==> src/rtl/uart_rx.sv <==
// ---------------------------------------------------------------------------
// uart_rx : serial receiver, 1 start / 8 data (LSB first) / odd parity / 1 stop
//
// The line is oversampled with clk and each bit is taken at mid-bit. Every
// received frame is delivered with a one-cycle strobe, even when its parity
// or stop bit is wrong (the matching error flag is set).
//
// Optional build macro: UART_RX_MAJORITY_EN
//   defined   -> each bit value is the 2-of-3 majority of the synchronized
//                line over the reference cycle and the two cycles before it
//                (needs SYS_CLK/BAUD - 1 >= 4)
//   undefined -> single sample at the reference cycle
//
// Ports
//   clk        in   system clock
//   rst        in   synchronous active-high reset
//   in_data    in   asynchronous serial line, idle high
//   out_data   out  [7:0] last received byte, held until next strobe
//   out_en     out  one-cycle strobe when out_data/flags update
//   parity_err out  odd parity of last frame wrong
//   frame_err  out  stop bit of last frame sampled low
//   busy       out  receiver is inside a frame (state != IDLE)
// ---------------------------------------------------------------------------
module uart_rx #(
   parameter int BAUD    = 9600,
   parameter int SYS_CLK = 50_000_000
) (
   input  logic       clk,
   input  logic       rst,
   input  logic       in_data,
   output logic [7:0] out_data,
   output logic       out_en,
   output logic       parity_err,
   output logic       frame_err,
   output logic       busy
);

   localparam int MAX   = SYS_CLK / BAUD - 1;
   localparam int HALF  = MAX / 2;
   localparam int WIDTH = $clog2(MAX + 1);

   localparam logic [WIDTH-1:0] MAX_C  = WIDTH'(MAX);
   localparam logic [WIDTH-1:0] HALF_C = WIDTH'(HALF);

   typedef enum logic [2:0] {IDLE, START, DATA, PARITY, STOP} state_t;

   state_t           state, state_nx;
   logic [WIDTH-1:0] cnt, cnt_nx;
   logic [2:0]       bit_idx, bit_idx_nx;
   logic [7:0]       shift, shift_nx;
   logic             par_s, par_s_nx;
   logic [7:0]       out_data_nx;
   logic             out_en_nx, parity_err_nx, frame_err_nx;

   // Synchronizer and edge history. All clear to 0 on reset, so a line that
   // is low through reset cannot fake a start edge: it must be seen high first.
   logic sync1, sync2, prev;
   logic sample;
   logic fall;

`ifdef UART_RX_MAJORITY_EN
   logic prev2;

   always_ff @(posedge clk) begin
      if (rst) prev2 <= 1'b0;
      else     prev2 <= prev;
   end

   // sync2/prev/prev2 are the line at ref, ref-1 and ref-2
   assign sample = (sync2 & prev) | (sync2 & prev2) | (prev & prev2);
`else
   assign sample = sync2;
`endif

   always_ff @(posedge clk) begin
      if (rst) begin
         sync1 <= 1'b0;
         sync2 <= 1'b0;
         prev  <= 1'b0;
      end else begin
         sync1 <= in_data;
         sync2 <= sync1;
         prev  <= sync2;
      end
   end

   assign fall = prev & ~sync2;
   assign busy = (state != IDLE);

   always_ff @(posedge clk) begin
      if (rst) begin
         state      <= IDLE;
         cnt        <= '0;
         bit_idx    <= '0;
         shift      <= '0;
         par_s      <= 1'b0;
         out_data   <= 8'h00;
         out_en     <= 1'b0;
         parity_err <= 1'b0;
         frame_err  <= 1'b0;
      end else begin
         state      <= state_nx;
         cnt        <= cnt_nx;
         bit_idx    <= bit_idx_nx;
         shift      <= shift_nx;
         par_s      <= par_s_nx;
         out_data   <= out_data_nx;
         out_en     <= out_en_nx;
         parity_err <= parity_err_nx;
         frame_err  <= frame_err_nx;
      end
   end

   always_comb begin
      state_nx      = state;
      cnt_nx        = cnt + WIDTH'(1);
      bit_idx_nx    = bit_idx;
      shift_nx      = shift;
      par_s_nx      = par_s;
      out_data_nx   = out_data;
      out_en_nx     = 1'b0;
      parity_err_nx = parity_err;
      frame_err_nx  = frame_err;

      case (state)
         IDLE: begin
            cnt_nx = '0;
            if (fall) state_nx = START;
         end
         START: begin
            // Half a bit in: a line back high means the edge was a glitch.
            if (cnt == HALF_C) begin
               cnt_nx = '0;
               if (!sample) begin
                  state_nx   = DATA;
                  bit_idx_nx = '0;
               end else begin
                  state_nx = IDLE;
               end
            end
         end
         DATA: begin
            if (cnt == MAX_C) begin
               cnt_nx     = '0;
               shift_nx   = {sample, shift[7:1]};
               bit_idx_nx = bit_idx + 3'd1;
               if (bit_idx == 3'd7) state_nx = PARITY;
            end
         end
         PARITY: begin
            if (cnt == MAX_C) begin
               cnt_nx   = '0;
               par_s_nx = sample;
               state_nx = STOP;
            end
         end
         STOP: begin
            // Leave at mid-stop-bit so an immediately following start edge
            // is caught from IDLE.
            if (cnt == MAX_C) begin
               cnt_nx        = '0;
               out_en_nx     = 1'b1;
               out_data_nx   = shift;
               parity_err_nx = ~(^{shift, par_s});
               frame_err_nx  = ~sample;
               state_nx      = IDLE;
            end
         end
         default: begin
            state_nx = IDLE;
            cnt_nx   = '0;
         end
      endcase
   end

endmodule

==> config.mk <==
export PLATFORM = sky130hd
export DESIGN_NAME = uart_rx
export DESIGN_NICKNAME = d
export VERILOG_FILES = /design/src/rtl/uart_rx.sv
export SDC_FILE = /design/constraint.sdc
export NUM_CORES = 1
export LEC_CHECK = 0
export CELL_PAD_IN_SITES_DETAIL_PLACEMENT = 1
export CELL_PAD_IN_SITES_GLOBAL_PLACEMENT = 2
export CORE_MARGIN = 1
export CORE_UTILIZATION = 37
export CTS_CLUSTER_SIZE = 25
export DETAILED_ROUTE_END_ITERATION = 10
export GPL_TIMING_DRIVEN = 0
export HOLD_SLACK_MARGIN = 0.08
export PLACE_DENSITY = 0.8
export SYNTH_ARGS = -nofsm -noshare
export SYNTH_HDL_FRONTEND = slang
export SYNTH_SLANG_ARGS = --single-unit
==> constraint.sdc <==
create_clock -name clk -period 2.15 [get_ports clk]
set_input_delay 0.3225 -clock clk [delete_from_list [all_inputs] [get_ports clk]]
set_output_delay 0.3225 -clock clk [all_outputs]
set_load 0.01 [all_outputs]
==> Yosys cells after proc, flatten, opt, wreduce, memory -nomap -nowiden <==
Cells that the tools add are included.
{ "classes": {"n_addsub": 2, "mul": 0, "n_div": 0, "order_cmp": 0, "n_eq_ne": 14, "n_shift": 0, "mux": 16, "bitwise_logic": 4, "n_reduce_logical": 11} }
{ "ops": {"columns": ["op", "count"], "rows": [
  ["$mux W3", 9],
  ["$mux W13", 2],
  ["$pmux W13 S2", 1],
  ["$pmux W3 S5", 1],
  ["$ne A2 B2 Y1 const B", 7],
  ["$add A13 B1 Y13 const B", 1],
  ["$eq A13 B12 Y1 const B", 1],
  ["$eq A13 B13 Y1 const B", 1],
  ["$reduce_xor A9 Y1", 1],
  ["$eq A3 B2 Y1 const B", 2],
  ["$eq A3 B3 Y1 const B", 2],
  ["$pmux W3 S2", 1],
  ["$reduce_and A2 Y1", 3],
  ["$reduce_and A6 Y1", 1],
  ["$reduce_and A4 Y1", 1],
  ["$add A3 B1 Y3 const B", 1],
  ["$eq A3 B1 Y1 const B", 1],
  ["$logic_not A3 Y1", 1],
  ["$not A1 Y1", 3],
  ["$reduce_bool A3 Y1", 1],
  ["$reduce_or A3 Y1", 1],
  ["$mux W2", 1],
  ["$reduce_bool A2 Y1", 1],
  ["$reduce_or A2 Y1", 1],
  ["other kinds (2)", 2]
]} }
{ "totals": {"ff_bits": 42, "latch_bits": 0, "mem_bits_rw": 0, "mem_bits_ro": 0, "in_bits": 3, "output_inout_bits": 12, "wordCells": 59, "n_memories": 0} }

==> Depth between registers and ports, before layout <==
{ "depth": {"ltp_word": 4, "mapped_depth": 6} }

==> Worst setup path before layout <==
Ideal clock, no wire load.
{ "synth_path": {"kind": "register to register", "startpoint": "register cnt[0]", "endpoint": "register bit_idx[0]", "setup_ps": 72, "arrival_time_ps": 1474, "required_time_ps": 2078, "setup_slack_ps": 604, "stages_incl_launch_ff": 6, "n_path_buf": 0, "synth_period_minus_slack_ps": 1546, "cell_sequence": "dfxtp_1 -> ha_1 -> and4bb_2 -> nand4_2 -> a221oi_4 -> mux2i_1"} }
{ "synth_between": {"elab_chain_cells": 3, "word_cells_on_any_way": 5, "cone_classes": "eq/ne (4); reduce/logical (1)"} }
{ "synth_lines": {"columns": ["element", "line", "rtl"], "rows": [
  ["start: declaration", "48", "logic [WIDTH-1:0] cnt, cnt_nx;"],
  ["start signal: assignment", "103", "cnt <= cnt_nx;"],
  ["$eq A13 B13 Y1 / $eq A13 B12 Y1 (equally long branches)", "143, 132", null],
  ["$ne A2 B2 Y1 (no source line)", null, null],
  ["$reduce_and A4 Y1 (no source line) *", null, null],
  ["end signal: assignment", "104", "bit_idx <= bit_idx_nx;"],
  ["end: declaration", "49", "logic [2:0] bit_idx, bit_idx_nx;"]
]} }
Mark *: on every way between the ends. The rest lies on a longest branch, timed or not.
A chain may end at the register's enable or synchronous reset.

==> Worst setup path after layout <==
{ "layout_path": {"startpoint": "register state[0]", "endpoint": "output port busy"} }
{ "layout_between": {"elab_chain_cells": 1} }
{ "layout_lines": {"columns": ["element", "line", "rtl"], "rows": [
  ["start: declaration", "47", "state_t state, state_nx;"],
  ["start signal: assignment", "102", "state <= state_nx;"],
  ["$reduce_bool A3 Y1", "88", "assign busy = (state != IDLE);"],
  ["end: declaration", "35", "output logic busy"]
]} }
Every way passes these cells.

==> metrics <==
status finished clean; Syn Nets 212; crit path DAT 1710 ps; number of global-route vias before repair 1525; aggregate global-route resource usage 17.30%; Async S/R FF share, synth 0%; met3 Resource Use GR 4.365%; M2 GR Usage 28.77%; CP Buf/Inv Count 2; die height 75.70 um; Die W 75.70 um; Final Non-Filler Cells 297; post-CTS sizing 0; CTS max path bufs 2; reg-to-reg critical path startpoint cnt[0]; Post-Syn Area 2009 sq um; Synth Instances 206; Placed Instances 289; maximum single-stage delay on the critical path 490 ps; DR pass1 iterations 4; CTS HTree Levels 2; sequential fraction of the synthesis area 41.84%; Initial Util 38.85%; Final period util 94.48%; num ports 15; residual DRC count 0; sw power 395.9 uW; TritonCTS clock tree yes; Hold Crit Start rst; GP Congestion 0.8348; Final Critical Period 2031 ps; Core Box Area 5172 sq um; Worst slew margin 64.72%; Post-CTS Setup Inserts 0; gr busiest metal met2; first-pass GRT wire length 7327 um; worst path cell trace buf_2, or3_1, clkdlybuf4s50_1; area added between synthesis and finish 15.32%; area post-placement 2227 sq um; path depth of the worst reg2reg path 6; final setup violation count 0; RSZ-0062 raised after global routing no; Peak Freq 0.4923 GHz; ANT nets after route 0; site row count 26; IO Port Bufs 13; VDD IR max 0.2833 mV; Max-Cap Viols 0; critical path fanouts, max 10; dpl hpwl 3181 um; Post-Place Setup Slack 358.8 ps; Clock power frac 35.3%; Final nets 232; Netlist cell types 45; Req. time, crit path 1830 ps; routed vias/inst 5.165; PD cells 637.0 nW/um^2; DR iter-0 viols 38; initial antenna violation count 0; Static Leakage 0.9739 nW; Antenna Diode Count 0; number of flops mapped to enable cells by yosys 0; GR Layer Usage met1 20.96%; CP delay by family, top buffers and inverters; CTS buffer count 5; Total Power 1.476 mW; clock sink total 42; internal power 1.080 mW; CP max-delay cell clkdlybuf4s50_1; post-route clock skew 5.179 ps; fin. max-slew vios 0; Fill cells 587; worst slew pin tran 529.2 ps; dominant synthesized flop cell dfxtp_1; type of the most critical hold path input pin to flop; Design Area, Final 2317 sq um; Mean Syn Cell Area 9.755 sq um; Setup crit start kind flop; Die ar. 5730 sq um; drt total wl 4359 um; hold endpoint sample; synthesized flop and latch total 42; critical path class flop to primary output; vias after detailed routing 1534; Comb pwr share 10.9%; hold depth 2; reg2reg setup slack 380 ps; clock tree root driver cell clkbuf_8; final hold vios 0; Worst setup EP type primary output; Sequential Power Share 53.8%; switch share 26.82%; CTS Hold Bufs 0; wire per inst 14.68 um; Yosys warning count 0; fin worst setup slack 118.7 ps; grt ovf 0; total negative slack 0 ps; worst skew pair latency 300 ps; clock slew at reported path FFs 80 ps; share of layout cells above drive strength 1 14.98%; worst r2r dst cnt[5]; largest net degree at the start of global routing 15
==> final cells by class <==
type / count / area (sq um) / share of cell area [%]
Clock inverter: 3 / 21.27 / 0.9179
Timing Repair Buffer: 13 / 130.1 / 5.616
Inverter: 3 / 11.26 / 0.4860
Clock buffer: 5 / 68.82 / 2.970
Sequential cell: 42 / 840.8 / 36.29
Buffer: 12 / 57.56 / 2.484
Multi-Input combinational cell: 149 / 1100 / 47.46
Tap cell: 70 / 87.58 / 3.780
==> power by group through the flow <==
stage          Sequential [mW]  Combinational [mW]  Clock, mW
2_1_floorplan            0.810               0.124          0
5_1_grt                  0.797               0.178      0.586
3_5_place_dp             0.813               0.162          0
6_report                 0.794               0.161      0.521
3_3_place_gp             0.813               0.156          0
4_1_cts                  0.795               0.163      0.542
==> worst register-to-register path: cells and delay by family (launching register included) <==
family          cells  cell delay (ps)
simple gates        3              560
fa+ha+maj           1              230
flops               1              360
buf+inv             1              220
compound gates      1              290
==> sequential cells by signal (all words and copies together), names as in the netlist <==
name        flops
cnt            13
out_data        8
shift           8
bit_idx         3
state           3
frame_err       1
out_en          1
par_s           1
parity_err      1
prev            1
sample          1
sync1           1
==> cells in the mapped netlist (2+ instances only) <==
library cell | number | area share (%)
inv_1 | 3 | 0.56
nand4_2 | 4 | 2.5
nand4_1 | 5 | 1.6
clkbuf_1 | 4 | 0.75
o211ai_1 | 2 | 0.75
ha_1 | 3 | 1.9
and2_1 | 4 | 1.2
a21oi_1 | 4 | 1.0
nand3_1 | 6 | 1.5
o21ai_0 | 3 | 0.75
nor2b_1 | 6 | 1.9
dfxtp_1 | 42 | 42
and3_1 | 3 | 0.93
nand2_1 | 12 | 2.2
xnor2_1 | 8 | 3.5
or3_1 | 2 | 0.62
nor3_1 | 12 | 3.0
and4bb_2 | 2 | 1.2
xor2_1 | 8 | 3.5
mux2i_1 | 19 | 9.5
nand2b_1 | 4 | 1.2
nor3b_1 | 2 | 0.75
buf_2 | 6 | 1.5
nor2_1 | 21 | 3.9
==> cells by family after synthesis <==
family	Yosys count	share of synthesized area [%]
DFF	42	41.84
AOI/OAI and AO/OA	18	7.846
buffers and inverters	15	3.424
and+or+nand+nor	92	27.46
adders and majority gates	3	1.868
muxes	19	9.464
xor gates and xnor gates	17	8.095
==> through the flow <==
stage	utilization (%)	hold slack [ps]
2_1_floorplan	-	413.8
3_3_place_gp	43.06	426.1
3_5_place_dp	43.06	436.6
4_1_cts	44.80	430.8
5_1_grt	44.80	448.2
6_report	44.80	433.3
==> routing by layer <==
metal  vias up  wire length, um
li1        765                -
met1       741             1956
met2        17             2204
met3        11              103
met4         0               95
met5         -                0
==> worst max-delay path by stage <==
| stage | start | endpoint | cells after the start |
|---|---|---|---|
| floorplan | cnt[0] | bit_idx[0] | 5 |
| detailed placement | cnt[0] | cnt[8] | 6 |
| global route | state[0] | busy | 3 |
| CTS | state[0] | busy | 3 |
| global placement | cnt[0] | cnt[9] | 6 |
| finish | state[0] | busy | 3 |
==> cells in the final DEF (no fill, tap or decap), drive strengths merged, types with 6 or more instances in the layout <==
master / Yosys / final
nand4: 9 / 9
nor3: 12 / 12
dfxtp: 42 / 42
nor2b: 6 / 6
nor2: 21 / 21
mux2i: 19 / 19
clkbuf: 5 / 10
nand3: 6 / 6
buf: 7 / 7
xnor2: 8 / 8
xor2: 8 / 8
clkdlybuf4s50: 0 / 13
nand2: 12 / 12
(Power assumes the default switching activity.)
